--- src/rtl/rsa_mod_in_collector_pkg.sv ---
// Shared RSA operand types plus the collector's word count and state encoding.
// The RSAModIn layout fixes the word order: modulus occupies the low bits and msg the high bits.
package rsa_mod_in_collector_pkg;

  localparam int MOD_WIDTH = 256;
  localparam int INT_WIDTH = 32;

  typedef logic [MOD_WIDTH-1:0] KeyType;
  typedef logic [INT_WIDTH-1:0] IntType;

  typedef struct packed {
    KeyType msg;
    KeyType key;
    KeyType modulus;
  } RSAModIn;

  localparam int MOD_IN_NWORD = $bits(RSAModIn) / INT_WIDTH;

  typedef enum logic {
    COLLECT = 1'b0,
    HOLD    = 1'b1
  } col_state_e;

  // Selects word idx of a flat operand set; word 0 is modulus[31:0].
  function automatic IntType mod_in_word(input RSAModIn set, input int idx);
    logic [$bits(RSAModIn)-1:0] flat;
    flat = set;
    return flat[idx*INT_WIDTH +: INT_WIDTH];
  endfunction

endpackage

--- src/rtl/rsa_mod_in_collector_if.sv ---
// Word-stream input and wide-operand output handshakes of the collector.
// The master side is the host/bench; the slave side is the collector.
interface rsa_mod_in_collector_if
  import rsa_mod_in_collector_pkg::*;
#(
  parameter int WORD_W = INT_WIDTH,
  parameter int NWORD  = MOD_IN_NWORD
) ();

  logic                      i_valid;
  logic                      i_ready;
  logic [WORD_W-1:0]         i_word;
  logic                      i_flush;
  logic                      o_valid;
  logic                      o_ready;
  logic [WORD_W*NWORD-1:0]   o_data;

  modport master (
    output i_valid,
    output i_word,
    output i_flush,
    output o_ready,
    input  i_ready,
    input  o_valid,
    input  o_data
  );

  modport slave (
    input  i_valid,
    input  i_word,
    input  i_flush,
    input  o_ready,
    output i_ready,
    output o_valid,
    output o_data
  );

endinterface

--- src/rtl/rsa_mod_in_collector.sv ---
// Assembles one RSAModIn operand set from a word stream in a right-shift register
// and holds it on a valid/ready output until the RSA core takes it.
module rsa_mod_in_collector
  import rsa_mod_in_collector_pkg::*;
#(
  parameter int WORD_W = INT_WIDTH,
  parameter int NWORD  = MOD_IN_NWORD
) (
  input  logic                   clk,
  input  logic                   rst_n,
  rsa_mod_in_collector_if.slave  bus
);

  localparam int CNT_W  = $clog2(NWORD);
  localparam int DATA_W = WORD_W * NWORD;
  localparam logic [CNT_W-1:0] LAST_CNT = CNT_W'(NWORD - 1);

  col_state_e          state_q, state_d;
  logic [CNT_W-1:0]    count_q, count_d;
  logic [DATA_W-1:0]   shift_q, shift_d;
  logic [DATA_W-1:0]   shift_in;
  logic                accept;
  logic                release_set;

  // Ready/valid come straight from the state flop, so o_ready never reaches i_ready.
  assign bus.i_ready = (state_q == COLLECT);
  assign bus.o_valid = (state_q == HOLD);
  assign bus.o_data  = shift_q;

  assign accept      = bus.i_valid & (state_q == COLLECT) & ~bus.i_flush;
  assign release_set = (state_q == HOLD) & bus.o_ready;

  genvar gi;
  generate
    for (gi = 0; gi < NWORD; gi++) begin : g_lane
      if (gi == NWORD - 1) begin : g_top
        assign shift_in[gi*WORD_W +: WORD_W] = bus.i_word;
      end else begin : g_mid
        assign shift_in[gi*WORD_W +: WORD_W] = shift_q[(gi+1)*WORD_W +: WORD_W];
      end
    end
  endgenerate

  always_comb begin
    state_d = state_q;
    count_d = count_q;
    shift_d = shift_q;

    if (bus.i_flush) begin
      // Shift contents are left as-is; the restarted count overwrites them anyway.
      state_d = COLLECT;
      count_d = '0;
    end else begin
      unique case (state_q)
        COLLECT: begin
          if (accept) begin
            shift_d = shift_in;
            if (count_q == LAST_CNT) begin
              count_d = '0;
              state_d = HOLD;
            end else begin
              count_d = count_q + 1'b1;
            end
          end
        end
        HOLD: begin
          if (release_set) begin
            state_d = COLLECT;
          end
        end
        default: begin
          state_d = COLLECT;
          count_d = '0;
        end
      endcase
    end
  end

  always_ff @(posedge clk or negedge rst_n) begin
    if (!rst_n) begin
      state_q <= COLLECT;
      count_q <= '0;
      shift_q <= '0;
    end else begin
      state_q <= state_d;
      count_q <= count_d;
      shift_q <= shift_d;
    end
  end

endmodule

--- src/flat_wrapper.sv ---
// flat-port wrapper written by rule: the top's interface ports become plain ports
module rsa_mod_in_collector_flat import rsa_mod_in_collector_pkg::*;
#(
  parameter int WORD_W = INT_WIDTH,
  parameter int NWORD  = MOD_IN_NWORD
)
  (clk, rst_n, bus_i_valid, bus_i_word, bus_i_flush, bus_o_ready, bus_i_ready, bus_o_valid, bus_o_data);
  rsa_mod_in_collector_if #(.WORD_W(WORD_W), .NWORD(NWORD)) bus_i ();
  input  logic clk;
  input  logic rst_n;
  input wire logic [$bits(bus_i.i_valid)-1:0] bus_i_valid;
  input wire logic [$bits(bus_i.i_word)-1:0] bus_i_word;
  input wire logic [$bits(bus_i.i_flush)-1:0] bus_i_flush;
  input wire logic [$bits(bus_i.o_ready)-1:0] bus_o_ready;
  output wire logic [$bits(bus_i.i_ready)-1:0] bus_i_ready;
  output wire logic [$bits(bus_i.o_valid)-1:0] bus_o_valid;
  output wire logic [$bits(bus_i.o_data)-1:0] bus_o_data;
  assign bus_i.i_valid = bus_i_valid;
  assign bus_i.i_word = bus_i_word;
  assign bus_i.i_flush = bus_i_flush;
  assign bus_i.o_ready = bus_o_ready;
  assign bus_i_ready = bus_i.i_ready;
  assign bus_o_valid = bus_i.o_valid;
  assign bus_o_data = bus_i.o_data;
  rsa_mod_in_collector #(.WORD_W(WORD_W), .NWORD(NWORD)) u_core (.clk(clk), .rst_n(rst_n), .bus(bus_i));
endmodule
--- config.mk ---
export PLATFORM = sky130hd
export DESIGN_NAME = rsa_mod_in_collector_flat
export DESIGN_NICKNAME = d
export VERILOG_FILES = /design/src/rtl/rsa_mod_in_collector_pkg.sv /design/src/rtl/rsa_mod_in_collector_if.sv /design/src/rtl/rsa_mod_in_collector.sv /design/src/flat_wrapper.sv
export SDC_FILE = /design/constraint.sdc
export NUM_CORES = 2
export LEC_CHECK = 0
export CORE_AREA = 2 2 318 320
export CTS_BUF_LIST = sky130_fd_sc_hd__clkbuf_4
export CTS_CLUSTER_SIZE = 16
export DETAILED_ROUTE_END_ITERATION = 8
export DIE_AREA = 0 0 320 322
export SYNTH_ARGS = -nofsm -noshare
export SYNTH_HDL_FRONTEND = slang
export SYNTH_SLANG_ARGS = --single-unit
--- constraint.sdc ---
create_clock -name clk -period 1.6 [get_ports clk]
set_clock_uncertainty 0.15 [all_clocks]
set_input_delay 0.32 -clock clk [delete_from_list [all_inputs] [get_ports clk]]
set_output_delay 0.32 -clock clk [all_outputs]
set_load 0.005 [all_outputs]
==> flow_summary_export.csv <==
group,metric,value,unit
die,row_count,116,
synth,synth-compound-area-share,0.09800,%
sta,whs,0.2656,ns
synth,syn_avg_cell_area,19.32,um^2
sta,finalHoldViolations,0,
global_route,gr-total-overflow,0,
worst_setup_path,cp.required,1.13,ns
clocking,numCtsBuffers,207,
detailed_routing,dr.max_layer_used,"met4",
pwr,irDropWorstVdd,0.9074,mV
die,start_util,32.06,%
clocking,clockBufferDepth,3,
die,coreArea,99570,um^2
worst_setup_path,start_kind,"flop",
layout,area_delta_synth_final,58.18,%
synth,synthTopCellsByCount,"dfrtp_1 (774), mux2_4 (600), mux2_2 (168)",
pwr,power.density,1624,nW/um^2
sta,max_freq,458.1,MHz
synth,ys.warnings.count,0,
global_route,grt_max_degree,82,
synth,synth_area_leaders,"dfrtp_1 (61%), mux2_4 (28%), mux2_2 (5.9%)",
sta,timing.slew.headroom,65.64,%
worst_setup_path,crit_fanout,3,
min_path,min_path_cells,3,
synth,synth.mux.area_fraction,34.18,%
pwr,leakage,0.02737,uW
global_route,grt_usage,18.83,%
min_path,min_from,"bus_i_word[7]",
sta,slew_viol_final,0,
layout,finalInstanceArea,50490,um^2
synth,synth_area,31920,um^2
min_path,hold_class,"input pin to flop",
worst_setup_path,path_class,"flop to output pin",
clocking,cts_sinks,774,
die,die_x,320,um
sta,setup_tns,-560.49,ns
synth,yosysMostFrequentCell,"dfrtp_1",
detailed_routing,first_pass_iters,5,
worst_setup_path,critPathCaptureType,"output pin",
synth,syn_nets,1690,
die,num_io_pins,807,
detailed_routing,num_vias,22230,
sta,rsz0062_at_grt,"true",
detailed_routing,wl_met2,50.88,mm
worst_setup_path,timing.rr.end,"u_core.bus.o_data[614]$_DFFE_PN0P_",
worst_setup_path,rrSetupSlack,-0.39,ns
synth,synth_fa_ha_area_share,0.03920,%
global_route,grt_pass1_vias,23570,
synth,synth_xor_area_share,0.02744,%
run,drv_cap,0,
worst_setup_path,crit-reg2reg-launch,"u_core.bus.o_valid$_DFF_PN0_",
placed_design,io_buffers,806,
min_path,hold_end,"u_core.bus.o_data[743]$_DFFE_PN0P_",
worst_setup_path,worstPathArrival,1.71,ns
synth,synth-seq-cells,774,
worst_setup_path,r2r.worst_path.cells,7,
global_route,grt_pass1_wl,148.4,mm
synth,synth-async-reset-ratio,100.0,%
synth,synthCells,1652,
layout,drive_above_1_share,77.11,%
layout,multi_input_area,11180,um^2
sta,worst_slack,-0.5831,ns
clocking,htreeDepth,4,
synth,ys.flop_type,"dfrtp_1",
clocking,cts_root_buf,"clkbuf_4",
synth,synth-seq-area-share,60.68,%
layout,fillerInstances,8573,
detailed_routing,wirelength,102.3,mm
global_route,antenna_found_initial,4,
clocking,clk_pin_slew,0.06,ns
die,dieArea,103000,um^2
detailed_routing,met1_length,40.81,mm
layout,nets,3749,
synth,synth_top_area_cell,"dfrtp_1",
detailed_routing,viasPerCell,4.299,
detailed_routing,drc,0,
synth,synth-simple-area-share,0.3058,%
synth,synth-edff-count,0,
clocking,insertion_delay,1.08,ns
synth,synth_top_area_share,60.68,%
placed_design,placed_cell_area,41880,um^2
synth,yosysUniqueCellTypes,25,
status,violations,"negative setup slack",
status,status,"finished with violations",
layout,ff_latch_area,19380,um^2
sta,setup_violations,1541,
sta,min_period,2.183,ns
placed_design,gp_congestion,0.8330,
detailed_routing,routedWlPerCell,19.77,um
detailed_routing,drtIter0Drc,797,
sta,tightest_slew,0.5153,ns
die,die_h,322,um
clocking,cts_tree,"yes",
sta,post-route-period-util,136.4,%
detailed_routing,route.met3.wl,7.769,mm
placed_design,place_hpwl,64.26,mm
synth,synth_top_family_by_area,"multiplexers",
detailed_routing,postRouteAntennaNets,0,
-- worst max-delay path, cell delays in order (launching register included) --
cell and delay, ns:
dfrtp_1 0.39, buf_6 0.13, inv_4 0.05, buf_6 0.09
-- worst max path at each step --
| stage | startpoint | end | slack [ns] | cells after the start |
|---|---|---|---|---|
| 2_1_floorplan | u_core.bus.o_valid$_DFF_PN0_ | u_core.bus.o_data[121]$_DFFE_PN0P_ | -0.19 | 7 |
| 3_3_place_gp | bus_i_valid | u_core.bus.o_data[363]$_DFFE_PN0P_ | -0.73 | 6 |
| 3_5_place_dp | bus_i_valid | u_core.bus.o_data[738]$_DFFE_PN0P_ | -0.76 | 6 |
| 4_1_cts | u_core.bus.o_valid$_DFF_PN0_ | bus_i_ready | -0.77 | 3 |
| 5_1_grt | u_core.bus.o_valid$_DFF_PN0_ | bus_i_ready | -0.77 | 3 |
| 6_report | u_core.bus.o_valid$_DFF_PN0_ | bus_i_ready | -0.58 | 3 |
-- per-layer routing --
layer,global-route usage (%),up-vias
met2,31.63,738
met3,7.187,170
met4,6.948,0
met1,21.83,11170
met5,0,-
li1,-,10150
-- power by group --
part	leakage, uW	total [uW]	switching (uW)	internal, uW
Clock	0.00160	17800	8390	9440
Sequential	0.0100	29500	4050	25500
Combinational	0.0158	34600	11900	22700
Total	0.0274	82000	24300	57600
-- registers in the layout (all words and copies together) (netlist names) --
| register | count |
|---|---|
| u_core.bus.o_valid | 1 |
| u_core.bus.o_data | 768 |
| u_core.count_q | 5 |
-- cell usage in the layout, fill, tap and decap left out, types with 5 or more instances in the layout --
cell type          n
clkbuf_4         316
clkinv_1          32
clkbuf_16         20
clkdlybuf4s50_1   35
clkinv_2           6
buf_12            45
buf_6            199
dfrtp_1          761
inv_2              5
dlygate4sd3_1     38
buf_2            578
buf_4            981
dfrtp_2           13
mux2_4           630
buf_8             12
mux2_2           138
buf_16            24
-- cell families (layout without fill, tap and decap cells) --
kind of cell	Yosys count	after routing
muxes	769	769
DFF	774	774
adders and majority gates	1	1
buffers and inverters	87	2305
other	0	4
and+or+nand+nor	14	14
xor gates and xnor gates	1	1
AOI/OAI and AO/OA	6	6
-- timing repair --
item,in CTS,in global routing
hold buffers,39,0
pin swaps,0,1
gates resized for setup,3302,130
hold endpoints to repair,812,0
gates cloned,20,23
buffers inserted,691,188
setup endpoints to repair,1541,1541
-- stage by stage --
stage	total power, uW	util (%)	cells	worst slack (ns)
2_1_floorplan	40030	-	1652	-0.1950
3_5_place_dp	57780	42.06	3842	-0.7590
5_1_grt	86550	50.71	5172	-0.7745
4_1_cts	80200	48.22	4960	-0.7689
6_report	81980	50.71	5172	-0.5831
3_3_place_gp	57280	42.06	3842	-0.7264
-- area by class of cell --
type | count | area share (%)
Clock buffer | 316 | 4.699
Timing Repair Buffer | 1936 | 30.90
Inverter | 1 | 0.01239
Clock inverter | 52 | 0.6096
Antenna cell | 4 | 0.01983
Sequential cell | 774 | 38.40
Multi-Input combinational cell | 791 | 22.15
Tap cell | 1298 | 3.217
Note: power is estimated with default switching activity, not from simulation.
